===== config.mk =====
export PLATFORM = sky130hd
export DESIGN_NAME = hex_display_sequencer_flat
export DESIGN_NICKNAME = d
export VERILOG_FILES = /design/src/rtl/hex_display_pkg.sv /design/src/rtl/hex_display_sequencer_if.sv /design/src/rtl/hex_display_sequencer.sv /design/src/flat_wrapper.sv
export SDC_FILE = /design/constraint.sdc
export NUM_CORES = 1
export LEC_CHECK = 0
export BUFFER_PORTS_ARGS = -buffer_cell sky130_fd_sc_hd__buf_2
export CAP_MARGIN = 10
export CORE_MARGIN = 2
export CORE_UTILIZATION = 55
export DETAILED_ROUTE_END_ITERATION = 7
export GPL_TIMING_DRIVEN = 0
export PLACE_DENSITY = 0.79
export SYNTH_ARGS = -nofsm -noshare
export SYNTH_HDL_FRONTEND = slang
export SYNTH_SLANG_ARGS = --single-unit
export TNS_END_PERCENT = 20

===== constraint.sdc =====
create_clock -name clk -period 6.24 [get_ports clk]
set_input_delay 0.624 -clock clk [delete_from_list [all_inputs] [get_ports clk]]
set_output_delay 0.624 -clock clk [all_outputs]
set_load 0.1 [all_outputs]

===== src/rtl/hex_display_pkg.sv =====
// Shared types and helpers for the hex display sequencer.
package hex_display_pkg;

  typedef enum logic [1:0] {
    IDLE  = 2'd0,
    SCAN  = 2'd1,
    WRITE = 2'd2,
    DONE  = 2'd3
  } state_e;

  localparam int unsigned DIGIT_W        = 4;
  localparam logic [3:0]  SEG_BYTEENABLE = 4'b0001;

  // Upper bound on digits the extraction helper can address.
  localparam int unsigned MAX_SEGMENT = 16;
  localparam int unsigned MAX_VALUE_W = MAX_SEGMENT * DIGIT_W;

  // Return digit idx of a packed (zero-extended) digit vector.
  function automatic logic [DIGIT_W-1:0] digit_at(input logic [MAX_VALUE_W-1:0] value,
                                                  input int unsigned idx);
    logic [MAX_VALUE_W-1:0] shifted;
    shifted = value >> (idx * DIGIT_W);
    return shifted[DIGIT_W-1:0];
  endfunction

endpackage


===== src/rtl/hex_display_sequencer_if.sv =====
// Request handshake plus Avalon-MM write port of the hex display sequencer.
interface hex_display_sequencer_if
  import hex_display_pkg::*;
#(
  parameter int unsigned NUM_SEGMENT = 6,
  parameter int unsigned ADDR_W      = 3
) ();

  logic [NUM_SEGMENT*DIGIT_W-1:0] value_i;
  logic                           force_i;
  logic                           valid_i;
  logic                           ready_o;
  logic                           busy_o;
  logic                           done_o;
  logic [ADDR_W-1:0]              avm_address_o;
  logic [3:0]                     avm_byteenable_o;
  logic                           avm_write_o;
  logic [31:0]                    avm_writedata_o;
  logic                           avm_waitrequest_i;

  // Sequencer side.
  modport master (
    input  value_i, force_i, valid_i, avm_waitrequest_i,
    output ready_o, busy_o, done_o,
           avm_address_o, avm_byteenable_o, avm_write_o, avm_writedata_o
  );

  // Requester / display slave side.
  modport slave (
    output value_i, force_i, valid_i, avm_waitrequest_i,
    input  ready_o, busy_o, done_o,
           avm_address_o, avm_byteenable_o, avm_write_o, avm_writedata_o
  );

endinterface


===== src/rtl/hex_display_sequencer.sv =====
// Writes changed hex digits to the memory-mapped 7-segment display slave,
// one single-beat Avalon-MM write per digit, skipping digits already shown.
module hex_display_sequencer
  import hex_display_pkg::*;
#(
  parameter int unsigned NUM_SEGMENT = 6,
  parameter int unsigned ADDR_W      = 3
) (
  input  logic                     clk,
  input  logic                     rst_n,
  hex_display_sequencer_if.master  bus
);

  localparam int unsigned       VALUE_W  = NUM_SEGMENT * DIGIT_W;
  localparam logic [ADDR_W-1:0] LAST_IDX = ADDR_W'(NUM_SEGMENT - 1);

  state_e              state_q, state_d;
  logic [ADDR_W-1:0]   idx_q, idx_d;
  logic [VALUE_W-1:0]  req_value_q, req_value_d;
  logic                req_force_q, req_force_d;
  logic [VALUE_W-1:0]  shadow_q, shadow_d;
  logic                shadow_valid_q, shadow_valid_d;

  logic                ready_q, ready_d;
  logic                busy_q, busy_d;
  logic                done_q, done_d;
  logic                write_q, write_d;
  logic [ADDR_W-1:0]   addr_q, addr_d;
  logic [3:0]          be_q, be_d;
  logic [31:0]         data_q, data_d;

  logic [DIGIT_W-1:0]  cur_digit_c;
  logic [DIGIT_W-1:0]  shadow_digit_c;
  logic                need_write_c;
  logic                accept_c;
  int unsigned         digit_sh_c;

  // Current digit of the captured request versus the digit last written.
  assign digit_sh_c     = 32'(idx_q) * DIGIT_W;
  assign cur_digit_c    = digit_at(MAX_VALUE_W'(req_value_q), 32'(idx_q));
  assign shadow_digit_c = digit_at(MAX_VALUE_W'(shadow_q), 32'(idx_q));
  assign need_write_c   = req_force_q | ~shadow_valid_q | (cur_digit_c != shadow_digit_c);
  assign accept_c       = write_q & ~bus.avm_waitrequest_i;

  // Next-state and registered-output logic.
  always_comb begin
    state_d        = state_q;
    idx_d          = idx_q;
    req_value_d    = req_value_q;
    req_force_d    = req_force_q;
    shadow_d       = shadow_q;
    shadow_valid_d = shadow_valid_q;
    addr_d         = addr_q;
    data_d         = data_q;

    unique case (state_q)
      IDLE: begin
        if (bus.valid_i && ready_q) begin
          req_value_d = bus.value_i;
          req_force_d = bus.force_i;
          idx_d       = '0;
          state_d     = SCAN;
        end
      end
      SCAN: begin
        if (need_write_c) begin
          addr_d  = idx_q;
          data_d  = 32'(cur_digit_c);
          state_d = WRITE;
        end else if (idx_q == LAST_IDX) begin
          state_d = DONE;
        end else begin
          idx_d = idx_q + ADDR_W'(1);
        end
      end
      WRITE: begin
        if (accept_c) begin
          shadow_d = (shadow_q & ~(VALUE_W'({DIGIT_W{1'b1}}) << digit_sh_c))
                   | (VALUE_W'(cur_digit_c) << digit_sh_c);
          if (idx_q == LAST_IDX) begin
            state_d = DONE;
          end else begin
            idx_d   = idx_q + ADDR_W'(1);
            state_d = SCAN;
          end
        end
      end
      DONE: begin
        shadow_valid_d = 1'b1;
        state_d        = IDLE;
      end
      default: state_d = IDLE;
    endcase

    // Status and strobe outputs follow the state being entered.
    ready_d = (state_d == IDLE);
    busy_d  = (state_d != IDLE);
    done_d  = (state_d == DONE);
    write_d = (state_d == WRITE);
    be_d    = write_d ? SEG_BYTEENABLE : 4'b0000;
  end

  // State, shadow and output registers.
  always_ff @(posedge clk or negedge rst_n) begin
    if (!rst_n) begin
      state_q        <= IDLE;
      idx_q          <= '0;
      req_value_q    <= '0;
      req_force_q    <= 1'b0;
      shadow_q       <= '0;
      shadow_valid_q <= 1'b0;
      ready_q        <= 1'b1;
      busy_q         <= 1'b0;
      done_q         <= 1'b0;
      write_q        <= 1'b0;
      addr_q         <= '0;
      be_q           <= '0;
      data_q         <= '0;
    end else begin
      state_q        <= state_d;
      idx_q          <= idx_d;
      req_value_q    <= req_value_d;
      req_force_q    <= req_force_d;
      shadow_q       <= shadow_d;
      shadow_valid_q <= shadow_valid_d;
      ready_q        <= ready_d;
      busy_q         <= busy_d;
      done_q         <= done_d;
      write_q        <= write_d;
      addr_q         <= addr_d;
      be_q           <= be_d;
      data_q         <= data_d;
    end
  end

  assign bus.ready_o          = ready_q;
  assign bus.busy_o           = busy_q;
  assign bus.done_o           = done_q;
  assign bus.avm_write_o      = write_q;
  assign bus.avm_address_o    = addr_q;
  assign bus.avm_byteenable_o = be_q;
  assign bus.avm_writedata_o  = data_q;

endmodule

===== src/flat_wrapper.sv =====
// flat-port wrapper written by rule: the top's interface ports become plain ports
module hex_display_sequencer_flat import hex_display_pkg::*;
#(
  parameter int unsigned NUM_SEGMENT = 6,
  parameter int unsigned ADDR_W      = 3
)
  (clk, rst_n, bus_value_i, bus_force_i, bus_valid_i, bus_avm_waitrequest_i, bus_ready_o, bus_busy_o, bus_done_o, bus_avm_address_o, bus_avm_byteenable_o, bus_avm_write_o, bus_avm_writedata_o);
  hex_display_sequencer_if #(.NUM_SEGMENT(NUM_SEGMENT), .ADDR_W(ADDR_W)) bus_i ();
  input  logic clk;
  input  logic rst_n;
  input wire logic [$bits(bus_i.value_i)-1:0] bus_value_i;
  input wire logic [$bits(bus_i.force_i)-1:0] bus_force_i;
  input wire logic [$bits(bus_i.valid_i)-1:0] bus_valid_i;
  input wire logic [$bits(bus_i.avm_waitrequest_i)-1:0] bus_avm_waitrequest_i;
  output wire logic [$bits(bus_i.ready_o)-1:0] bus_ready_o;
  output wire logic [$bits(bus_i.busy_o)-1:0] bus_busy_o;
  output wire logic [$bits(bus_i.done_o)-1:0] bus_done_o;
  output wire logic [$bits(bus_i.avm_address_o)-1:0] bus_avm_address_o;
  output wire logic [$bits(bus_i.avm_byteenable_o)-1:0] bus_avm_byteenable_o;
  output wire logic [$bits(bus_i.avm_write_o)-1:0] bus_avm_write_o;
  output wire logic [$bits(bus_i.avm_writedata_o)-1:0] bus_avm_writedata_o;
  assign bus_i.value_i = bus_value_i;
  assign bus_i.force_i = bus_force_i;
  assign bus_i.valid_i = bus_valid_i;
  assign bus_i.avm_waitrequest_i = bus_avm_waitrequest_i;
  assign bus_ready_o = bus_i.ready_o;
  assign bus_busy_o = bus_i.busy_o;
  assign bus_done_o = bus_i.done_o;
  assign bus_avm_address_o = bus_i.avm_address_o;
  assign bus_avm_byteenable_o = bus_i.avm_byteenable_o;
  assign bus_avm_write_o = bus_i.avm_write_o;
  assign bus_avm_writedata_o = bus_i.avm_writedata_o;
  hex_display_sequencer #(.NUM_SEGMENT(NUM_SEGMENT), .ADDR_W(ADDR_W)) u_core (.clk(clk), .rst_n(rst_n), .bus(bus_i));
endmodule

=== After elaboration in Yosys (flattened, before gate mapping) ===
Cells that the tools add are included.

* Add/subtract/negate cells: 1
* $mul: 0
* Div/mod/pow operators: 0
* Magnitude comparators: 0
* Equal/unequal tests: 10
* Shift-type cells: 4
* Mux-type cells: 12
* Bitwise gates (word level): 8
* Reductions and logical operators: 9

{| class="wikitable"
|+ Operator list
! operator !! count
|-
| $shr 24x5->4 || 2
|-
| $and 24x24->24 || 1
|-
| $not 24->24 || 1
|-
| $or 24x24->24 || 1
|-
| $shl 4x5->24 || 1
|-
| $shl 4x5->24 const A || 1
|-
| $mux 3 || 4
|-
| $mux 2 || 5
|-
| $pmux 3 s3 || 1
|-
| $eq 2x2->1 const B || 4
|-
| $pmux 2 s4 || 1
|-
| $reduce_and 2->1 || 3
|-
| $logic_not 2->1 || 2
|-
| $ne 2x1->1 const B || 2
|-
| $ne 4x4->1 || 1
|-
| $reduce_and 4->1 || 1
|-
| $add 3x1->3 const B || 1
|-
| $eq 3x3->1 const B || 1
|-
| $reduce_bool 3->1 || 1
|-
| $eq 2x1->1 const B || 1
|-
| $ne 2x2->1 const B || 1
|-
| $not 1->1 || 2
|-
| $or 1x1->1 || 2
|-
| $reduce_bool 2->1 || 1
|-
| other kinds (3) || 3
|}

* Flip-flop bits (word level): 70
* Latch bits: 0
* Memory bits (writable): 0
* Bits in read-only memories: 0
* Bits of input ports: 29
* Output and inout bits: 43
* Logic and storage cells: 57
* Memories: 0

=== Longest topological paths before layout ===
* Depth after elaboration: 7
* Mapped depth: 9
* Gate-level depth less buffers: 7

=== Least setup slack after synthesis ===
Ideal clock, no wire load.

* Kind: reg-to-reg
* Start: reg u_core.idx_q[0]
* End: reg u_core.addr_q[0] (netlist: u_core.bus.avm_address_o[0])
* Library setup time: 0.125 ns
* Arrival: 2.153 ns
* Data required time: 6.115 ns
* Setup slack: 3.961 ns
* Cell stages (with the launch flop): 7
* Buffers on the path: 1
* Clock period less this slack: 2.279 ns
* Cell sequence: dfrtp_1 -> buf_6 -> mux4_2 -> xnor2_2 -> o22ai_4 -> o31ai_4 -> mux2_4

* Word-level cells in the longest chain between the ends: 4
* Elaborated cells between the ends (all ways): 5
* Those cells by class: 1 x eq/ne; 2 x shift; 1 x bitwise; 1 x reduce/logical

{| class="wikitable"
|+ RTL lines
! element !! line !! text
|-
| from (decl) || hex_display_sequencer.sv:18 || <nowiki>logic [ADDR_W-1:0] idx_q, idx_d;</nowiki>
|-
| from (signal assigned) || hex_display_sequencer.sv:121 || <nowiki>idx_q <= idx_d;</nowiki>
|-
| $shr 24x5->4 || hex_display_pkg.sv:22 || <nowiki>shifted = value >> (idx * DIGIT_W);</nowiki>
|-
| $ne 4x4->1 || hex_display_sequencer.sv:42 || <nowiki>assign need_write_c = req_force_q | ~shadow_valid_q | (cur_digit_c != shadow_digit_c);</nowiki>
|-
| $or 1x1->1 || hex_display_sequencer.sv:42 ||
|-
| $reduce_and 2->1 (no source line) || - ||
|-
| to (signal assigned) || hex_display_sequencer.sv:130 || <nowiki>addr_q <= addr_d;</nowiki>
|-
| to (decl) || hex_display_sequencer.sv:28 || <nowiki>logic [ADDR_W-1:0] addr_q, addr_d;</nowiki>
|}

Several ways; a longest one is shown, not always the timed one.
A chain may end at the register's enable or synchronous reset.

=== Worst setup path in the final report ===
* Start: reg u_core.idx_q[1]
* End: reg u_core.addr_q[0] (netlist: u_core.bus.avm_address_o[0])

* Word-level cells in the longest chain between the ends: 4
* Elaborated cells between the ends (all ways): 5
* Those cells by class: 1 x eq/ne; 2 x shift; 1 x bitwise; 1 x reduce/logical

{| class="wikitable"
|+ RTL lines
! element !! line
|-
| $shr 24x5->4 || hex_display_pkg.sv:22
|-
| $ne 4x4->1 (*) || hex_display_sequencer.sv:42
|-
| $or 1x1->1 (*) || hex_display_sequencer.sv:42
|-
| $reduce_and 2->1 (no source line) (*) || -
|}

Mark *: on every way between the ends. The rest lies on a longest branch, timed or not.

==> metrics.txt <==
Worst path slowest cell o31ai_4; largest net degree at the start of global routing 67; Slew HR 44.7%; fin nets 465; Worst Path Buf+Inv 2; initial drt markers 199; hold_buf cts 0; vias in the first global route 2688; worst-path fanout max 10; synth top area cells dfrtp_1 45%, mux2_2 8.7%, buf_4 6.6%; leading cell type in the layout, fill and taps excluded dfrtp_1; port buffer count 40; clk root buf clkbuf_8; worst hold path type in2async; Setup Buffers After CTS 0; RSZ-0062 raised after global routing no; Area Growth Syn to Fin 17.5%; Setup TNS Final 0 ns; CTS tree done; Worst Skew 0.0104 ns; Die Wd 85.4 um; GP Congestion 0.866; EDFF count, synth 0; Syn Inst Count 344; # rows 29; Final Max Slew Viols 0; CP Launch Type register; DRT antenna net count 0; peak supply drop 399 uV; DR DRC count 0; Synth area leader dfrtp_1; synthesized area 3640 sq um; most used flip-flop cell after synthesis dfrtp_1; asr flop ratio synth 100%; post-cts resize count 0; Critical Path RT 6.47 ns; Place WS 3.61 ns; die area 7280 sq um; final antenna diode count 0; final worst slack 3.59 ns; routed wire length 7660 um; Max-Cap Viols 0; Syn Area/Cell 10.6 sq um; clock buffer count from CTS 9; delay-heaviest family, CP compound AO/OA/AOI/OAI gates; CP max stage delay 0.59 ns; global-route wire length before repair 13000 um; Netlist cell types 43; Worst setup EP type register; #FFs+latches synth 66; dpl hpwl 5500 um; post-DR wirelength/cell 15.1 um; H-tree depth 3; Tmin final 2.65 ns; warnings from Yosys 0; First-pass DRT Iterations 4; CTS Buffer Depth 2; clock transition at the register clock pins on the worst setup and hold paths after CTS 0.07 ns; CP most frequent cell buf_6; GRT Resource Usage Total 23.0%; Final Hold Viols 0; Worst EP arrival 2.88 ns; most frequent cells in the layout 65 x dfrtp_1, 44 x nand2_1, 42 x buf_2; vias 2678; Starting Density 57.0%; GRT overflow 0; status complete, no violations; fmax 0.378 GHz; core region area 6390 sq um; CP Cell Sequence buf_6 > buf_6 > mux2i_1 > o22ai_1 > o211ai_1 > nand3_1 > o31ai_4 > mux2_4; vias per cell 5.28; share of cells above drive strength 1 31.4%; # IOs 72; P_leak 2.06 nW; Crit Path Class reg2reg; top-area cell type share of the netlist area 44.7%; post-synthesis sequential area ratio 45.4%; Die Ht 85.4 um; initial antenna violation count 0; pwr dens 592 nW/um^2; Finish-stage setup viols 0; Clock Sinks 66; final period utilization 42.4%; Slew @ Worst Pin 0.829 ns; Worst-Skew Late Latency 0.35 ns
through the flow:
stage	utilization [%]	total power, W	area (sq um)	std cells	hold WS, ns
final	67.0	0.00253	4280	507	0.380
after global routing	67.0	0.00269	4280	507	0.445
after CTS	67.0	0.00253	4280	507	0.399
after detailed placement	63.4	0.00211	4050	491	0.456
after global placement	63.4	0.00207	4050	491	0.444
after floorplan	-	0.00183	3750	374	0.328
power by group:
part / switching [W] / total, W / internal (W)
clock: 0.000180 / 0.000408 / 0.000228
combinational: 0.000929 / 0.00140 / 0.000469
sequential: 0.000110 / 0.000726 / 0.000616
total: 0.00122 / 0.00253 / 0.00131
path summary, 6_finish.rpt:
check	to	start	slack, ns	depth (start not counted)
setup / recovery	u_core.bus.avm_address_o[0]	u_core.idx_q[1]	3.59	8
hold / removal	u_core.bus.avm_writedata_o[3]	rst_n	0.38	1
setup reg to reg	u_core.bus.avm_address_o[0]	u_core.idx_q[1]	3.59	8
hold reg to reg	u_core.shadow_q[10]	u_core.shadow_q[10]	0.48	2
max in group asynchronous	u_core.req_value_q[13]	rst_n	5.33	1
min in group clk	u_core.shadow_q[10]	u_core.shadow_q[10]	0.48	2
logic make-up after synthesis:
group,share of synthesized area [%]
simple gates,11.6
flops,45.4
compound gates,11.3
buf+inv,10.0
mux,16.9
fa+ha+maj,3.78
xor+xnor,0.928
other cells,0.103
registers in the layout, summed over array words and instances, names as in the netlist:
register / cells
u_core.idx_q: 3
u_core.bus.done_o: 1
u_core.bus.avm_address_o: 3
u_core.bus.ready_o: 1
u_core.bus.avm_byteenable_o: 1
u_core.shadow_valid_q: 1
u_core.bus.avm_writedata_o: 4
u_core.req_force_q: 1
u_core.state_q: 2
u_core.bus.busy_o: 1
u_core.shadow_q: 24
u_core.req_value_q: 24
cell type report:
cell class | instances | area, sq um
Sequential cell | 66 | 1650
Tap cell | 77 | 96.3
Buffer | 43 | 315
Timing Repair Buffer | 40 | 203
Clock inverter | 7 | 101
Inverter | 13 | 48.8
Multi-Input combinational cell | 252 | 1740
Fill cell | 516 | 2110
Clock buffer | 9 | 124
metal layers:
| layer | global-route usage (%) | part of all wire, % |
|---|---|---|
| met1 | 32.5 | 45 |
| met2 | 34.2 | 46 |
| met3 | 6.13 | 6.8 |
| met4 | 8.51 | 1.3 |
| met5 | 0 | 0 |
cell usage after synthesis (3+ instances only):
library cell and count:
nor3_1 3, buf_4 32, ha_1 11, nand2b_1 3, nand2_1 44, buf_6 4, o211ai_1 7, buf_2 3
a21oi_1 5, o22a_1 3, nor4_1 3, mux2i_1 21, mux2_2 28, dfrtp_1 65, o22ai_1 4, a211o_1 3
o21ai_0 29, nand3_1 14, inv_1 13, nor2_1 13, clkbuf_1 4, mux2_4 3, nor2b_1 3
worst register-to-register path, delay by kind of cell, from the launching register on:
family / cells / cell delay, ns
compound gates: 3 / 0.99
buf+inv: 2 / 0.34
flops: 1 / 0.40
mux: 2 / 0.60
simple gates: 1 / 0.22
No activity file was read; power rests on OpenSTA's default activity.
